**config.mk**
```make
export PLATFORM = sky130hd
export DESIGN_NAME = qei_emulator
export DESIGN_NICKNAME = d
export VERILOG_FILES = /design/src/rtl/qei_pkg.sv /design/src/rtl/qei_phase_acc.sv /design/src/rtl/qei_emulator.sv
export SDC_FILE = /design/constraint.sdc
export NUM_CORES = 1
export LEC_CHECK = 0
export CORE_ASPECT_RATIO = 0.75
export CORE_UTILIZATION = 38
export DETAILED_ROUTE_END_ITERATION = 8
export PLACE_DENSITY_LB_ADDON = 0.1
export SETUP_SLACK_MARGIN = 0.3
export SYNTH_ARGS = -nofsm -noshare
export SYNTH_HDL_FRONTEND = slang
export SYNTH_HIERARCHICAL = 1
export SYNTH_SLANG_ARGS = --single-unit
```
**constraint.sdc**
```tcl
create_clock -name clk -period 12.8 [get_ports clk]
set_clock_uncertainty 0.2 [all_clocks]
set_input_delay 2.56 -clock clk [delete_from_list [all_inputs] [get_ports clk]]
set_output_delay 2.56 -clock clk [all_outputs]
set_load 0.1 [all_outputs]
```
**src/rtl/qei_pkg.sv**
```systemverilog
// qei_pkg: shared types, Gray lookup and step helper for the quadrature encoder emulator.
package qei_pkg;

    typedef logic [1:0] qstate_t;

    typedef enum logic [1:0] {DIR_NONE, DIR_FWD, DIR_REV} dir_e;

    localparam logic [1:0] QEI_GRAY [4] = '{2'b00, 2'b01, 2'b11, 2'b10};

    function automatic qstate_t qei_next(input qstate_t state, input dir_e dir);
        return dir == DIR_FWD ? state + 2'd1 : dir == DIR_REV ? state - 2'd1 : state;
    endfunction

endpackage

```
**src/rtl/qei_phase_acc.sv**
```systemverilog
// qei_phase_acc: velocity phase accumulator; a wrap in the direction of travel is one step request.
module qei_phase_acc
    import qei_pkg::*;
#(
    parameter int ACC_W = 32
) (
    input  logic             clk,
    input  logic             reset_n,
    input  logic             enable,
    input  logic [ACC_W-1:0] velocity,
    output logic             step_fwd,
    output logic             step_rev
);

    logic [ACC_W-1:0] acc_q, acc_d, acc_n;

    always_comb begin
        acc_n    = acc_q + velocity;
        acc_d    = enable ? acc_n : acc_q;
        step_fwd = enable && !velocity[ACC_W-1] && (acc_n < acc_q);
        step_rev = enable && velocity[ACC_W-1] && (acc_n > acc_q);
    end

    always_ff @(posedge clk or negedge reset_n) begin
        if (!reset_n) acc_q <= '0;
        else          acc_q <= acc_d;
    end

endmodule

```
**src/rtl/qei_emulator.sv**
```systemverilog
// qei_emulator: velocity-driven A/B quadrature + index generator with a minimum edge gap.
// Define QEI_EMU_GLITCH_EN to add glitch_req, a one-cycle A-phase noise injector.
module qei_emulator
    import qei_pkg::*;
#(
    parameter int ACC_W   = 32,
    parameter int CPR     = 2000,
    parameter int MIN_GAP = 4,
    parameter int PEND_W  = 4
) (
    input  logic               clk,
    input  logic               reset_n,
    input  logic               enable,
    input  logic [ACC_W-1:0]   velocity,
`ifdef QEI_EMU_GLITCH_EN
    input  logic               glitch_req,
`endif
    output logic [1:0]         encab,
    output logic               index,
    output logic signed [31:0] position,
    output logic               overrun,
    input  logic               clr_overrun
);

    localparam int GAP_W  = $clog2(MIN_GAP + 1);
    localparam int REV_W  = $clog2(CPR);
    localparam int PMAX_I = 2 ** (PEND_W - 1) - 1;
    localparam logic signed [PEND_W:0] PMAX = PMAX_I[PEND_W:0];
    localparam logic signed [PEND_W:0] ONE  = {{PEND_W{1'b0}}, 1'b1};

    logic                     step_fwd, step_rev, drop, glitch;
    logic signed [PEND_W-1:0] pend_q, pend_d;
    logic signed [PEND_W:0]   req, sum, emit, net, keep;
    logic [GAP_W-1:0]         gap_q, gap_d;
    logic [REV_W-1:0]         rev_q, rev_d;
    logic signed [31:0]       pos_q, pos_d;
    logic [1:0]               encab_q, encab_d;
    logic                     index_q, index_d, overrun_q, overrun_d;
    qstate_t                  qstate_q, qstate_d;
    dir_e                     dir;

    qei_phase_acc #(.ACC_W(ACC_W)) u_acc (
        .clk      (clk),
        .reset_n  (reset_n),
        .enable   (enable),
        .velocity (velocity),
        .step_fwd (step_fwd),
        .step_rev (step_rev)
    );

    // Emission looks at pend plus this cycle's request so an idle emitter answers in one cycle.
    always_comb begin
        req  = step_fwd ? ONE : step_rev ? '1 : '0;
        sum  = {pend_q[PEND_W-1], pend_q} + req;
        dir  = (gap_q != '0 || sum == '0) ? DIR_NONE : sum[PEND_W] ? DIR_REV : DIR_FWD;
        emit = dir == DIR_FWD ? ONE : dir == DIR_REV ? '1 : '0;
        net  = sum - emit;
        drop = net > PMAX || net < -PMAX;
        keep = drop ? net - req : net;
        pend_d = keep[PEND_W-1:0];
`ifdef QEI_EMU_GLITCH_EN
        glitch = glitch_req && dir == DIR_NONE && gap_q == '0;
`else
        glitch = 1'b0;
`endif
        gap_d = (dir != DIR_NONE || glitch) ? GAP_W'(MIN_GAP - 1) : gap_q - GAP_W'(gap_q != '0);
        qstate_d = qei_next(qstate_q, dir);
        rev_d = dir == DIR_FWD ? (rev_q == REV_W'(CPR - 1) ? '0 : rev_q + 1'b1) :
                dir == DIR_REV ? (rev_q == '0 ? REV_W'(CPR - 1) : rev_q - 1'b1) : rev_q;
        pos_d = dir == DIR_FWD ? pos_q + 32'sd1 : dir == DIR_REV ? pos_q - 32'sd1 : pos_q;
        encab_d   = QEI_GRAY[qstate_d] ^ {1'b0, glitch};
        index_d   = rev_d == '0;
        overrun_d = drop || (overrun_q && !clr_overrun);
    end

    always_ff @(posedge clk or negedge reset_n) begin
        if (!reset_n) begin
            pend_q    <= '0;
            gap_q     <= '0;
            qstate_q  <= '0;
            rev_q     <= '0;
            pos_q     <= '0;
            encab_q   <= 2'b00;
            index_q   <= 1'b1;
            overrun_q <= 1'b0;
        end else begin
            pend_q    <= pend_d;
            gap_q     <= gap_d;
            qstate_q  <= qstate_d;
            rev_q     <= rev_d;
            pos_q     <= pos_d;
            encab_q   <= encab_d;
            index_q   <= index_d;
            overrun_q <= overrun_d;
        end
    end

    assign encab    = encab_q;
    assign index    = index_q;
    assign position = pos_q;
    assign overrun  = overrun_q;

endmodule

```
======== After elaboration in Yosys (flattened, before gate mapping) ========
Cells that the tools add are included.
storage, ports and cells
  bits in registers ....................... 88
  output and inout port bits .............. 36
  word-level logic and storage cells ...... 64
cells by class
  add/subtract/negate cells ............... 11
  magnitude comparators ................... 5
  eq/ne operators ......................... 3
  muxes and demuxes ....................... 19
  bitwise operators ....................... 1
  reduce and logical (&&, ||, !) cells .... 16
operators with widths
  operator                 number
  $mux W32                 2
  $mux W11                 4
  $add A32 B2 Y32 const B  1
  $add A32 B32 Y32         1
  $gt A32 B32 Y1           1
  $lt A32 B32 Y1           1
  $sub A32 B2 Y32 const B  1
  $logic_not A11 Y1        2
  $mux W5                  4
  $mux W2                  6
  $add A11 B1 Y11 const B  1
  $eq A11 B11 Y1 const B   1
  $sub A11 B1 Y11 const B  1
  $add A5 B5 Y5            1
  $gt A5 B4 Y1 const B     1
  $logic_and A1 B1 Y1      5
  $logic_not A5 Y1         1
  $lt A5 B4 Y1 const B     1
  $sub A5 B5 Y5            1
  $bmux W2 S2              1
  $mux W4                  1
  $reduce_bool A2 Y1       2
  $sub A4 B4 Y4            1
  $ge A3 B3 Y1 const B     1
  10 further kinds         13

======== Depth between registers and ports, before layout ========
  word-level depth ........................ 16
  depth in mapped cells ................... 39
  mapped depth without buffers ............ 37

======== Hierarchy ========
Netlist, hierarchy kept.
modules (own cells, without submodules)
  module         instances  cells an instance  area each (um^2)  sequential area each (um^2)
  qei_emulator   1          525                4505.6            1377.6
  qei_phase_acc  1          498                4105.2            800.8

======== Worst setup path after synthesis ========
OpenSTA, ideal clock, no wires.
  path type ............................... input port to flip-flop
  start ................................... input velocity[0]
  end ..................................... register pos_q[28], in the netlist position[28]
  arrival time ............................ 9.695 ns
  required time ........................... 12.517 ns
  path slack .............................. 2.822 ns
  stages .................................. 36
  buffers on the path ..................... 0
  cell sequence ........................... ha_1 inv_1 fa_1 nor2b_1 o31ai_2 a21oi_2 o2111ai_1 a21oi_1 nor2_1 xnor2_1 ha_1 a21o_1 a21o_1 a21oi_1 o21ai_0 a221oi_1 a21oi_1 or2_2 ha_1 ha_1 nor2_1 mux2i_1 xnor2_1 and4b_1 nor3_4 inv_1 ha_1 nor2b_1 o2111ai_1 and3_1 o31ai_1 o211ai_1 o31ai_1 a21boi_0 xor2_1 o21ai_0
between the ends
  longest elaborated chain between the ends .. 11
  elaborated cells between the ends (all ways) .. 16
RTL lines
  element                                                RTL line             source
  from (decl)                                            qei_emulator.sv:14   input logic [ACC_W-1:0] velocity,
  $add A32 B32 Y32 (*)                                   qei_phase_acc.sv:18  acc_n = acc_q + velocity;
  via u_acc.acc_n[20]                                    qei_phase_acc.sv:15  logic [ACC_W-1:0] acc_q, acc_d, acc_n;
  $gt A32 B32 Y1 (*)                                     qei_phase_acc.sv:21  step_rev = enable && velocity[ACC_W-1] && (acc_n > acc_q);
  $logic_and A1 B1 Y1 (*)                                qei_phase_acc.sv:21
  via step_rev                                           qei_emulator.sv:31   logic step_fwd, step_rev, drop, glitch;
  $mux W5 (*) (2 in series)                              qei_emulator.sv:53   req = step_fwd ? ONE : step_rev ? '1 : '0;
  $add A5 B5 Y5 (*)                                      qei_emulator.sv:54   sum = {pend_q[PEND_W-1], pend_q} + req;
  $logic_not A5 Y1                                       qei_emulator.sv:55   dir = (gap_q != '0 || sum == '0) ? DIR_NONE : sum[PEND_W] ? DIR_REV : DIR_FWD;
  $logic_or A1 B1 Y1                                     qei_emulator.sv:55
  $mux W2 (*)                                            qei_emulator.sv:55
  $eq A2 B1 Y1 / $eq A2 B2 Y1 (equally long branches)    qei_emulator.sv:70   pos_d = dir == DIR_FWD ? pos_q + 32'sd1 : dir == DIR_REV ? pos_q - 32'sd1 : pos_q;
  $mux W32 / $reduce_bool A2 Y1 (equally long branches)  -
  to (signal assigned)                                   qei_emulator.sv:91   pos_q <= pos_d;
  to (decl)                                              qei_emulator.sv:36   logic signed [31:0] pos_q, pos_d;
The timed path passes the listed nets; every way through them passes the cells marked *.
A chain may end at the register's enable or synchronous reset.

======== Worst setup path after layout ========
Ends and elaborated chain as after synthesis.

==> results.py <==
metrics = {
    "clock_network": {
        "cts.sinks": 87,
        "root_buffer": "clkbuf_16",
        "clk_pin_slew_ns": 0.06,
        "cts_buffers": 9,
        "h-tree-depth": 3,
        "clock_latency_ns": 0.35,
        "cts.repair.resized": 0,
        "cts_tree": "built",
        "cts_max_path_buffers": 2,
        "postCtsSetupBuffers": 0,
        "cts_hold_buf": 0,
    },
    "floorplanning": {
        "initial_utilization_pct": 38.8,
        "rows": 47,
        "io-pin-count": 72,
        "die_x_um": 176,
        "die_area_mm2": 0.0233,
        "core_area_mm2": 0.0222,
        "die_height_um": 132,
    },
    "critical_path": {
        "required_ns": 12.86,
        "critPathMostFrequentCell": "ha_1",
        "critPathLaunchType": "primary input",
        "cp_max_fo": 17,
        "critPathSlowestCell": "o31ai_1",
        "cp.arrival_ns": 11.61,
        "endpoint_kind": "flip-flop",
        "crit_path_max_incr_delay_ns": 0.60,
        "crit_type": "in2reg",
    },
    "place": {
        "dp_slack_ns": 1.05,
        "place_congestion": 0.886,
        "io_buffers": 71,
        "hpwl_um": 17200,
    },
    "sta": {
        "rsz0062_at_grt": "no",
        "worst_slew_pin_slew_ns": 1.02,
        "report.final.slew_viol_count": 0,
        "fin_crit_sh_pct": 90.2,
        "maxSlewHeadroom_pct": 31.8,
        "min_period_ns": 11.54,
        "setup_ws_ns": 1.26,
        "fin_tns_setup_ns": 0,
        "setup-violations-final": 0,
        "hold_viol": 0,
        "fmax_ghz": 0.0866,
    },
    "global_route": {
        "grt_usage_pct": 20.1,
        "grt_max_degree": 67,
        "grt_pass1_wl_um": 37500,
        "gr-total-overflow": 0,
        "antenna_found_initial": 0,
        "grt_pass1_vias": 7043,
    },
    "routing": {
        "ant_nets": 0,
        "drt-initial-drc-count": 615,
        "wl_um": 22500,
        "drtPass1Iterations": 5,
        "vias": 7548,
        "drc": 0,
        "vias_per_cell": 5.51,
        "wl_per_cell_um": 16.4,
    },
    "synth": {
        "synth_edf_count": 0,
        "ys_seq_elements": 87,
        "ys.warnings.count": 6,
        "syn-num-nets": 1168,
        "ys_seq_area_share_pct": 25.3,
        "ys_types": 90,
        "async_flop_share_pct": 100,
        "synth_flop_cell": "dfrtp_1",
        "synth.cell_area_mm2": 0.00861,
        "syn_inst": 1023,
        "synth.avg_cell_area_um2": 8.42,
    },
    "layout": {
        "nNetsFinal": 1217,
        "area.growth.synth_to_final_pct": 13.9,
        "drive_gt1_share_pct": 6.59,
        "n_fill_cell": 2230,
        "diodes": 0,
    },
    "flow_run": {
        "cap_violations": 0,
    },
    "outcome": {
        "status": "finished, final reports clean",
    },
    "min_path": {
        "hp-class": "reg2reg",
    },
}
==> registers in the layout, summed over array words and instances (netlist names) <==
name         count
encab            2
gap_q            3
index            1
overrun          1
pend_q           4
position        32
qstate_q         1
rev_q           11
u_acc/acc_q     32
==> area by class of cell <==
class | instances | area (µm²) | area share, %
clock inverters | 1 | 30.0 | 0.306
flip-flops and latches | 87 | 2180 | 22.2
repair buffers | 76 | 741 | 7.55
clock buffers | 15 | 258 | 2.63
well taps | 294 | 368 | 3.75
inverters | 65 | 270 | 2.76
multi-input cells | 833 | 5960 | 60.8
==> stage by stage <==
step           cell area [µm²]  hold slack, ns  util, %  std cells
6_report                  9810           0.302     44.2       1371
5_1_grt                   9810           0.336     44.2       1371
4_1_cts                   9810           0.322     44.2       1371
3_5_place_dp              9520           0.310     42.9       1355
3_3_place_gp              9520           0.310     42.9       1355
2_1_floorplan             8610           0.275        -       1023
==> worst max-delay path: cells and delay by family <==
kind                     cells  cell delay [ns]
buffers and inverters        4             1.04
AND/OR/NAND/NOR              8             1.58
AO/OA/AOI/OAI               16             4.10
XOR/XNOR                     3             0.56
adder cells (fa/ha/maj)      6             1.67
multiplexers                 1             0.09
==> cell families (layout without fill, tap and decap cells) <==
family | after synthesis | in the layout | synth area share, %
DFF | 87 | 87 | 25.3
AOI/OAI and AO/OA | 324 | 324 | 24.8
adders and majority gates | 109 | 109 | 16.1
xor gates and xnor gates | 74 | 74 | 7.69
muxes | 19 | 19 | 2.40
and+or+nand+nor | 307 | 307 | 18.1
buffers and inverters | 103 | 157 | 5.59
==> synthesized netlist by cell type, types with 4 or more instances <==
cell type,count,share of area (%)
o31ai_1,6,0.52
nor4_1,7,0.51
and3_1,11,0.80
clkbuf_1,20,0.87
nand3_1,25,1.5
dfrtp_1,86,25
o21ai_0,80,4.6
o21bai_1,10,0.87
nor3_1,18,1.0
buf_6,5,0.65
xor2_1,33,3.4
a21o_1,50,4.4
buf_2,7,0.41
o2111ai_1,4,0.41
a211oi_1,7,0.61
and4_1,4,0.41
ha_1,106,15
mux2_2,13,1.7
inv_1,62,2.7
mux2i_1,6,0.70
nor2_1,54,2.4
o211ai_1,7,0.61
o21a_1,8,0.70
o221ai_1,6,0.61
or2_2,5,0.36
a21oi_2,7,0.71
nand4_1,18,1.3
nand3b_1,6,0.52
or3_1,6,0.44
nand2b_1,6,0.44
nand2_1,111,4.8
nor2b_1,10,0.73
a31oi_1,10,0.73
a21oi_1,84,4.9
xnor2_1,40,4.1
==> metal layers <==
layer / global-route usage [%] / wire (µm) / up-vias
met1: 33.0 / 12700 / 3537
met3: 3.40 / 1140 / 15
met2: 26.7 / 8510 / 172
met5: 0 / 0 / -
met4: 3.72 / 164 / 0
li1: - / - / 3824
==> cells in the final DEF (no fill, tap or decap), types with 11 or more instances in the layout <==
master / n
ha_1: 106
nor2_1: 54
a21o_1: 50
inv_1: 62
clkdlybuf4s50_1: 69
xor2_1: 33
mux2_2: 13
dfrtp_1: 86
xnor2_1: 40
and3_1: 11
nand3_1: 25
nor3_1: 18
a21oi_1: 84
nand2_1: 111
nand4_1: 18
o21ai_0: 80
==> final timing paths <==
kind / startpoint / endpoint / slack (ns) / depth (start not counted)
worst min-delay path: position[31] / position[31] / 0.30 / 1
worst max register to register: u_acc/acc_q[0] / position[28] / 3.56 / 37
worst min register to register: position[31] / position[31] / 0.30 / 1
worst max-delay path: velocity[0] / position[28] / 1.26 / 38
min in group asynchronous: reset_n / rev_q[7] / 1.95 / 1
max in group asynchronous: reset_n / u_acc/acc_q[1] / 9.33 / 2
Power is not shown: default switching activity piles up to over one toggle a cycle in this logic, so the estimate is an artifact.
==> edit (same flow settings) <==
Add an input register stage for `enable`, `velocity` and `clr_overrun`; this delays them by one clock.
--- a/src/rtl/qei_emulator.sv
+++ b/src/rtl/qei_emulator.sv
@@ -28,6 +28,16 @@
     localparam logic signed [PEND_W:0] PMAX = PMAX_I[PEND_W:0];
     localparam logic signed [PEND_W:0] ONE  = {{PEND_W{1'b0}}, 1'b1};
 
+    logic enable_q;
+    logic [ACC_W-1:0] velocity_q;
+    logic clr_overrun_q;
+
+    always_ff @(posedge clk) begin
+        enable_q      <= enable;
+        velocity_q    <= velocity;
+        clr_overrun_q <= clr_overrun;
+    end
+
     logic                     step_fwd, step_rev, drop, glitch;
     logic signed [PEND_W-1:0] pend_q, pend_d;
     logic signed [PEND_W:0]   req, sum, emit, net, keep;
@@ -42,8 +52,8 @@
     qei_phase_acc #(.ACC_W(ACC_W)) u_acc (
         .clk      (clk),
         .reset_n  (reset_n),
-        .enable   (enable),
-        .velocity (velocity),
+        .enable   (enable_q),
+        .velocity (velocity_q),
         .step_fwd (step_fwd),
         .step_rev (step_rev)
     );
@@ -70,7 +80,7 @@
         pos_d = dir == DIR_FWD ? pos_q + 32'sd1 : dir == DIR_REV ? pos_q - 32'sd1 : pos_q;
         encab_d   = QEI_GRAY[qstate_d] ^ {1'b0, glitch};
         index_d   = rev_d == '0;
-        overrun_d = drop || (overrun_q && !clr_overrun);
+        overrun_d = drop || (overrun_q && !clr_overrun_q);
     end
 
     always_ff @(posedge clk or negedge reset_n) begin
Formal check against the unedited RTL: not equivalent (Yosys sat finds a counterexample within 4 cycles, from zero or initial values and one cycle with reset_n low).
==> edit against the original RTL <==
- setup slack improved by 2700 ps
- synthesized area grew 10%
- register-to-register slack gained 390 ps
- design area up 12%
- largest cell class unchanged
- critical path type is now reg -> reg
- sequential cell count up 34
- critical endpoint is now position[31]
- routed wire length is 6.2% higher
Power is not shown: default switching activity piles up to over one toggle a cycle in this logic, so the estimate is an artifact.
==> edit: results <==
export IMPL_cap_viol_max_count=0
export IMPL_status="completed"
export IMPL_clk_path_buf_depth=2
export IMPL_postCtsSetupBuffers=0
export IMPL_crit_path_start="u_acc/acc_q[0]"
export IMPL_htreeDepth=4
export IMPL_wire_per_inst_um=16.18
export IMPL_cp_top_family="compound AO/OA/AOI/OAI gates"
export IMPL_firstDrtPassIters=4
export IMPL_r2r_cells=31
export IMPL_cts_root_buf="clkbuf_16"
export IMPL_grt_use_total=0.1963
export IMPL_ys_seq_area_frac=0.3011
export IMPL_fmax_ghz=0.1129
export IMPL_place_gp_congestion=0.8485
export IMPL_worstSetupPathType="reg -> reg"
export IMPL_grt_pass1_wl_um=40020
export IMPL_r2r_start="u_acc/acc_q[0]"
export IMPL_antenna_found_initial=0
export IMPL_grt_max_degree=72
export IMPL_synth_area_leaders="dfrtp_1 23%, ha_1 14%, dfxtp_1 7.2%"
export IMPL_cts_repair_resized=0
export IMPL_final_nets=1278
export IMPL_maxSlewHeadroom=0.3342
export IMPL_cp_slowest_cell="a211oi_1"
export IMPL_drive_gt1_frac=0.07941
export IMPL_ys_flop_type="dfrtp_1"
export IMPL_nFillCells=2393
export IMPL_hpwl_um=17690
export IMPL_clk_pin_slew_ps=60
export IMPL_hold_path_class="reg -> reg"
export IMPL_via_per_inst=5.398
export IMPL_worstPathArrival_ps=9000
export IMPL_slowest_delay_ps=580
export IMPL_pre_cts_ws_ps=4134
export IMPL_drt_iter0_markers=520
export IMPL_worstReg2RegEnd="position[31]"
export IMPL_syn_nets=1223
export IMPL_path_max_fanout=36
export IMPL_numCtsBuffers=17
export IMPL_grt_pass1_vias=7651
export IMPL_clock_latency_ps=430
export IMPL_antenna_cells=0
export IMPL_ff2ff_setup_slack_ps=3950
export IMPL_synth_warnings=6
export IMPL_io_buffers=71
export IMPL_async_flop_share=0.7190
export IMPL_synth_common_cells="117 x nand2_1, 106 x ha_1, 86 x dfrtp_1, 75 x a21oi_1, 74 x o21ai_0"
export IMPL_yosys_cell_types_count=93
[edit: cell count changes after synthesis, sizes merged, moves of 4 or more]
cell,change
a21oi,-9
inv,+5
a211oi,+4
o211ai,+6
nand2,+6
nor2,-5
dfxtp,+34
[edit: worst min-delay path by stage]
stage | from | endpoint | cells after the start
detailed placement | clr_overrun_q | overrun | 1
finish | clr_overrun_q | overrun | 1
global route | clr_overrun_q | overrun | 1
global placement | clr_overrun_q | overrun | 1
floorplan | clr_overrun_q | overrun | 1
CTS | clr_overrun_q | overrun | 1
[edit: final cells by class]
class	count	share of cell area
sequential	121	0.2595
timing repair buffer	74	0.06630
clock inverter	8	0.008856
multi-input combinational	851	0.5613
clock buffer	24	0.04280
tap	331	0.03758
inverter	68	0.02361
[edit: kinds of logic after synthesis]
logic type	after synthesis	synth area share
AOI/OAI and AO/OA	334	0.2401
and+or+nand+nor	311	0.1660
DFF	121	0.3011
adders and majority gates	109	0.1460
buffers and inverters	106	0.04836
xor gates and xnor gates	74	0.06971
muxes	23	0.02873
[edit: through the flow]
step | hold slack, ps | instances | area (sq um) | util
after detailed placement | 210.3 | 1445 | 10450 | 0.4316
after global placement | 204.9 | 1445 | 10450 | 0.4316
after CTS | 217.9 | 1477 | 11020 | 0.4551
final | 213.8 | 1477 | 11020 | 0.4551
after floorplan | 196.8 | 1078 | 9495 | -
after global routing | 240.5 | 1477 | 11020 | 0.4551
[edit: metal layers]
metal  GRT usage  vias up  part of all wire
met5           0        -                 0
li1            -     4055                 -
met4     0.05132        0             0.012
met1      0.3090     3686              0.56
met2      0.2630      210              0.38
met3     0.04202       22             0.051
